==> src/rtl/md_pkg.sv <==
// Shared definitions for the position-update phase controller.
package md_pkg;

  typedef enum logic [2:0] {
    ST_IDLE  = 3'd0,
    ST_ARM   = 3'd1,
    ST_RUN   = 3'd2,
    ST_DRAIN = 3'd3,
    ST_SWAP  = 3'd4,
    ST_ERROR = 3'd5
  } pu_state_t;

  // One-hot bank select: bit0 set means updaters read bank0.
  localparam logic [1:0]  BANK0 = 2'b01;
  localparam logic [1:0]  BANK1 = 2'b10;

  // Empty ring slot marker (bit 32 set, payload zero).
  localparam logic [32:0] NULL33 = {1'b1, 32'b0};

  // RUN cycles during which pu_done is ignored, so stale done levels from
  // the previous phase cannot short-circuit the new one.
  localparam int GUARD_CYCLES = 2;

endpackage

==> src/rtl/pu_quiet_detector.sv <==
// Detects a run of QUIET_CYCLES consecutive cycles with an empty migration ring.
// quiet is asserted combinationally on the cycle that completes the run.
module pu_quiet_detector #(
  parameter int NCELLS       = 27,
  parameter int QUIET_CYCLES = 4
) (
  input  logic              clk,
  input  logic              rst,
  input  logic              clear,
  input  logic [NCELLS-1:0] ring_valid,
  output logic              quiet
);

  localparam int QW = (QUIET_CYCLES > 1) ? $clog2(QUIET_CYCLES) : 1;
  localparam logic [QW-1:0] QUIET_LAST = QW'(QUIET_CYCLES - 1);

  logic          ring_busy;
  logic [QW-1:0] quiet_cnt_q;
  logic [QW-1:0] quiet_cnt_d;

  assign ring_busy = |ring_valid;

  // Count consecutive empty cycles; any occupied slot restarts the run.
  always_comb begin
    quiet_cnt_d = quiet_cnt_q;
    if (clear || ring_busy) begin
      quiet_cnt_d = '0;
    end else if (quiet_cnt_q != QUIET_LAST) begin
      quiet_cnt_d = quiet_cnt_q + QW'(1);
    end
  end

  // Quiet-run counter register.
  always_ff @(posedge clk) begin
    if (rst) begin
      quiet_cnt_q <= '0;
    end else begin
      quiet_cnt_q <= quiet_cnt_d;
    end
  end

  assign quiet = !clear && !ring_busy && (quiet_cnt_q == QUIET_LAST);

endmodule

==> src/rtl/pu_phase_controller.sv <==
// Sequences one position-update phase across all cell updaters and flips
// the double buffer once every cell is done and the migration ring is quiet.
//
// state    | meaning
// ---------+-------------------------------------------------------------
// IDLE     | waiting for start, ready low
// ARM      | ready low so updaters reload base address and clear done
// RUN      | ready high, waiting for all cells done (after guard cycles)
// DRAIN    | ready high, waiting for ring to stay empty QUIET_CYCLES
// SWAP     | one cycle: flip bank, pulse phase_done, latch phase_cycles
// ERROR    | timed out, ready low, sticky timeout_err, bank unchanged
module pu_phase_controller
  import md_pkg::*;
#(
  parameter int NCELLS       = 27,
  parameter int ARM_CYCLES   = 2,
  parameter int QUIET_CYCLES = 4,
  parameter int TIMEOUT      = 65535
) (
  input  logic              clk,
  input  logic              rst,
  input  logic              start,
  input  logic [NCELLS-1:0] pu_done,
  input  logic [NCELLS-1:0] ring_valid,
  output logic              ready,
  output logic [1:0]        double_buffer,
  output logic              busy,
  output logic              phase_done,
  output logic              timeout_err,
  output logic [31:0]       phase_cycles
);

  localparam int AW = (ARM_CYCLES > 1) ? $clog2(ARM_CYCLES) : 1;
  localparam int TW = (TIMEOUT > 1) ? $clog2(TIMEOUT) : 1;
  localparam logic [AW-1:0] ARM_LOAD = AW'(ARM_CYCLES - 1);
  localparam logic [TW-1:0] TMO_LOAD = TW'(TIMEOUT - 1);

  pu_state_t   state_q, state_d;
  logic [AW-1:0] arm_cnt_q, arm_cnt_d;
  logic [TW-1:0] tmo_cnt_q, tmo_cnt_d;
  logic [31:0] run_cnt_q, run_cnt_d;
  logic [31:0] run_cnt_inc;
  logic [31:0] phase_cycles_q, phase_cycles_d;
  logic [1:0]  double_buffer_q, double_buffer_d;
  logic        ready_q, ready_d;
  logic        busy_q, busy_d;
  logic        phase_done_q, phase_done_d;
  logic        timeout_err_q, timeout_err_d;
  logic        all_done;
  logic        guard_over;
  logic        quiet;

  assign all_done    = &pu_done;
  assign guard_over  = (run_cnt_q >= 32'(GUARD_CYCLES));
  assign run_cnt_inc = (run_cnt_q != '1) ? run_cnt_q + 32'd1 : run_cnt_q;

  pu_quiet_detector #(
    .NCELLS       (NCELLS),
    .QUIET_CYCLES (QUIET_CYCLES)
  ) u_quiet (
    .clk        (clk),
    .rst        (rst),
    .clear      (state_q != ST_DRAIN),
    .ring_valid (ring_valid),
    .quiet      (quiet)
  );

  // Next-state, counters and registered-output next values.
  always_comb begin
    state_d         = state_q;
    arm_cnt_d       = arm_cnt_q;
    tmo_cnt_d       = tmo_cnt_q;
    run_cnt_d       = run_cnt_q;
    phase_cycles_d  = phase_cycles_q;
    double_buffer_d = double_buffer_q;

    case (state_q)
      ST_IDLE, ST_ERROR: begin
        if (start) begin
          state_d   = ST_ARM;
          arm_cnt_d = ARM_LOAD;
        end
      end
      ST_ARM: begin
        if (arm_cnt_q == '0) begin
          state_d   = ST_RUN;
          run_cnt_d = '0;
          tmo_cnt_d = TMO_LOAD;
        end else begin
          arm_cnt_d = arm_cnt_q - AW'(1);
        end
      end
      ST_RUN: begin
        run_cnt_d = run_cnt_inc;
        if (tmo_cnt_q != '0) tmo_cnt_d = tmo_cnt_q - TW'(1);
        if (tmo_cnt_q == '0)            state_d = ST_ERROR;
        else if (guard_over && all_done) state_d = ST_DRAIN;
      end
      ST_DRAIN: begin
        run_cnt_d = run_cnt_inc;
        if (tmo_cnt_q != '0) tmo_cnt_d = tmo_cnt_q - TW'(1);
        // A cell dropping done means it took a migrant and must finish again.
        if (tmo_cnt_q == '0)  state_d = ST_ERROR;
        else if (!all_done)   state_d = ST_RUN;
        else if (quiet)       state_d = ST_SWAP;
      end
      ST_SWAP: begin
        state_d         = ST_IDLE;
        double_buffer_d = ~double_buffer_q;
        phase_cycles_d  = run_cnt_q;
      end
      default: state_d = ST_IDLE;
    endcase

    ready_d       = (state_d == ST_RUN) || (state_d == ST_DRAIN);
    busy_d        = (state_d != ST_IDLE) && (state_d != ST_ERROR);
    phase_done_d  = (state_d == ST_SWAP);
    timeout_err_d = (state_d == ST_ERROR);
  end

  // State, counter and output registers.
  always_ff @(posedge clk) begin
    if (rst) begin
      state_q         <= ST_IDLE;
      arm_cnt_q       <= '0;
      tmo_cnt_q       <= '0;
      run_cnt_q       <= '0;
      phase_cycles_q  <= '0;
      double_buffer_q <= BANK0;
      ready_q         <= 1'b0;
      busy_q          <= 1'b0;
      phase_done_q    <= 1'b0;
      timeout_err_q   <= 1'b0;
    end else begin
      state_q         <= state_d;
      arm_cnt_q       <= arm_cnt_d;
      tmo_cnt_q       <= tmo_cnt_d;
      run_cnt_q       <= run_cnt_d;
      phase_cycles_q  <= phase_cycles_d;
      double_buffer_q <= double_buffer_d;
      ready_q         <= ready_d;
      busy_q          <= busy_d;
      phase_done_q    <= phase_done_d;
      timeout_err_q   <= timeout_err_d;
    end
  end

  assign ready         = ready_q;
  assign double_buffer = double_buffer_q;
  assign busy          = busy_q;
  assign phase_done    = phase_done_q;
  assign timeout_err   = timeout_err_q;
  assign phase_cycles  = phase_cycles_q;

endmodule

==> config.mk <==
export PLATFORM = sky130hd
export DESIGN_NAME = pu_phase_controller
export DESIGN_NICKNAME = d
export VERILOG_FILES = /design/src/rtl/md_pkg.sv /design/src/rtl/pu_quiet_detector.sv /design/src/rtl/pu_phase_controller.sv
export SDC_FILE = /design/constraint.sdc
export NUM_CORES = 1
export LEC_CHECK = 0
export ABC_AREA = 1
export ABC_CLOCK_PERIOD_IN_PS = 1700
export CAP_MARGIN = 20
export CORE_MARGIN = 2
export CORE_UTILIZATION = 45
export DETAILED_ROUTE_END_ITERATION = 6
export PLACE_DENSITY = 0.85
export SLEW_MARGIN = 20
export SYNTH_ARGS = -nofsm -noshare
export SYNTH_HDL_FRONTEND = slang
export SYNTH_SLANG_ARGS = --single-unit
==> constraint.sdc <==
create_clock -name clk -period 1.7 [get_ports clk]
set_input_delay 0.34 -clock clk [delete_from_list [all_inputs] [get_ports clk]]
set_output_delay 0.34 -clock clk [all_outputs]
set_load 0.03 [all_outputs]
==> flow_metrics.tcl <==
set metrics [dict create \
    status "finished, final reports clean" \
    drive_gt1_frac 0.1724 \
    total_power_uw 6189 \
    grt_pass1_vias 5048 \
    synth_area_um2 4926 \
    grt_max_degree 48 \
    ant_nets 0 \
    pre_cts_slack_ps -271.4 \
    critPathArrivalTime_ps 1960 \
    final-setup-viol-count 0 \
    path_class "reg2reg" \
    skew_ps 12.36 \
    synth_seq_cells 92 \
    numCtsBuffers 9 \
    vdd_drop_max_mv 0.8714 \
    core_region_area_um2 10750 \
    grt_pass1_wl_um 22890 \
    vias_per_cell 5.144 \
    end_kind "flop" \
    routed_wl_um 14270 \
    hold_path_startpoint "tmo_cnt_q[13]$_SDFFE_PP0P_" \
    finalWorstSetupSlack_ps 42.16 \
    synth-edff-count 0 \
    final_net_count 962 \
    post-route-min-period_ps 1658 \
    p_leak_uw 0.002780 \
    final_util 0.6256 \
    placementRows 38 \
    drv_slew 0 \
    synth-seq-area-share 0.3739 \
    dieArea_um2 11800 \
    ys_async_sr_fraction 0 \
    vias 5375 \
    ios 95 \
    power_density_nw_per_um2 920.6 \
    syn_area_per_cell_um2 6.397 \
    portBuffers 94 \
    ys.flop_type "dfxtp_1" \
    hold_viol_final 0 \
    clk_latency_ps 380 \
    fin_tns_setup_ps 0 \
    worstPathMaxFanout 3 \
    dp_hpwl_um 10320 \
    cp-startpoint "run_cnt_q[1]$_SDFFE_PP0P_" \
    postCtsHoldBufs 0 \
    cp-start-kind "flop" \
    root_buffer "clkbuf_8" \
    timing.final.crit_share 0.9752 \
    slew_headroom 0.5350 \
    synthCells 770 \
    n_antenna_cell 0 \
    wl_per_cell_um 13.65 \
    clk_path_buf_depth 2 \
    grt-ovfl-total 0 \
    worst_pin_slew_ps 694.9 \
    drt_iter0_drc 345 \
    instances_no_fill 1045 \
    syn_to_final_growth_pct 36.47 \
    die_y_um 108.6 \
    yosysUniqueCellTypes 33 \
    grt_usage 0.2448 \
    max_cap_viol_count 0 \
    reg2reg_from "run_cnt_q[1]$_SDFFE_PP0P_" \
    first_pass_iters 6 \
    clock-sinks 92 \
    syn_nets 831 \
    drc 0 \
    cts_tree "yes" \
    antenna_found_initial 0 \
    globalplace.congestion 0.9449 \
    min_path_type "reg2reg" \
    start_util 0.4584 \
    h-tree-depth 3 \
    place_inst 1025 \
    worstPathRequired_ps 2000 \
    clk_pin_slew_ps 90 \
    die_x_um 108.6 \
    rsz0062_at_grt "yes" \
    fmax_mhz 603.2 \
    yosysWarnings 0 \
]
==> Yosys cell counts (3+ instances only) <==
library cell	number	area share
ha_1	4	0.010
nor3_1	15	0.015
clkbuf_1	16	0.012
nand2_2	3	0.0038
nand2_1	175	0.13
o21ai_1	13	0.013
inv_1	68	0.052
dfxtp_1	92	0.37
xor2_1	13	0.023
buf_4	4	0.0061
nand3_1	50	0.051
a21oi_1	67	0.068
nor2_2	8	0.010
nor2_1	148	0.11
nand4_1	12	0.015
o21ai_0	47	0.048
a31oi_1	5	0.0064
inv_2	9	0.0069
==> cell families after synthesis <==
logic type | after synthesis | synth area share
AO/OA/AOI/OAI | 136 | 0.1443
XOR/XNOR | 13 | 0.02311
adder cells (fa/ha/maj) | 4 | 0.01016
buffers and inverters | 102 | 0.08280
flip-flops | 92 | 0.3739
multiplexers | 1 | 0.002032
AND/OR/NAND/NOR | 422 | 0.3637
==> state kept, by name, indices dropped and copies added, names as in the netlist <==
register,count
arm_cnt_q,1
busy,1
double_buffer,2
phase_cycles,32
phase_done,1
ready,1
run_cnt_q,32
state_q,3
timeout_err,1
tmo_cnt_q,16
u_quiet.quiet_cnt_q,2
==> repair_timing <==
| action | CTS | global route |
|---|---|---|
| resized for setup | 41 | 79 |
| cloned | 0 | 1 |
| buffers inserted | 0 | 4 |
| pin swaps | 0 | 14 |
| setup endpoints to repair | 42 | 53 |
==> power by group <==
group | switching [µW] | internal (µW) | total (µW)
combinational | 1290 | 870 | 2160
clock | 808 | 716 | 1520
sequential | 168 | 2340 | 2500
total | 2270 | 3920 | 6190
==> layer usage <==
layer  vias up  track usage  part of all wire
met5         -            0                 0
met4         0      0.07418             0.020
met3        22      0.05499             0.069
met2       207       0.4277              0.50
met1      2408       0.3000              0.41
li1       2738            -                 -
==> through the flow <==
step                hold WS [ps]  instance area, µm²
floorplan                  444.4                4926
global placement           451.6                6289
detailed placement         455.3                6289
CTS                        466.8                6452
global route               492.5                6723
finish                     468.5                6723
==> layout by cell type, fill, tap and decap left out, types with 2 or more instances in the layout <==
cell | synthesis | final
dfxtp_4 | 0 | 3
inv_1 | 68 | 65
xor2_1 | 13 | 13
ha_4 | 0 | 2
nand2_2 | 3 | 9
clkdlybuf4s50_1 | 0 | 56
inv_2 | 9 | 10
clkinvlp_4 | 0 | 3
a31oi_1 | 5 | 5
nand4_1 | 12 | 12
nand3_1 | 50 | 49
a21oi_1 | 67 | 66
buf_6 | 1 | 2
clkbuf_8 | 0 | 10
nor2_2 | 8 | 21
nor3_4 | 0 | 3
nor3_2 | 2 | 6
o21ai_0 | 47 | 46
nand2_1 | 175 | 169
nor2_4 | 2 | 5
buf_8 | 0 | 2
dlygate4sd2_1 | 0 | 38
nor4_1 | 2 | 2
dfxtp_1 | 92 | 67
buf_4 | 4 | 45
dfxtp_2 | 0 | 22
inv_4 | 0 | 2
o21ai_1 | 13 | 14
nor2_1 | 148 | 132
nor3_1 | 15 | 8
==> cell type report <==
cell class | instances | area (µm²)
Multi-Input combinational cell | 576 | 2845
Sequential cell | 92 | 1881
Tap cell | 140 | 175.2
Clock buffer | 10 | 137.6
Clock inverter | 5 | 61.31
Inverter | 77 | 294.0
Fill cell | 968 | 4023
Timing Repair Buffer | 145 | 1329
==> worst paths after layout <==
check	to	slack (ps)	cells after the start
hold reg to reg	tmo_cnt_q[13]$_SDFFE_PP0P_	470	2
setup / recovery	run_cnt_q[28]$_SDFFE_PP0P_	40	9
setup reg to reg	run_cnt_q[28]$_SDFFE_PP0P_	40	9
hold / removal	tmo_cnt_q[13]$_SDFFE_PP0P_	470	2
==> critical path: stages (launching register included) <==
cell	delay [ps]
dfxtp_2	400
ha_4	160
buf_4	110
nand3_1	150
buf_4	200
nor2_2	200
nand2_1	80
nand2_1	60
nand3_1	60
a21oi_1	160
(Power assumes the default switching activity.)
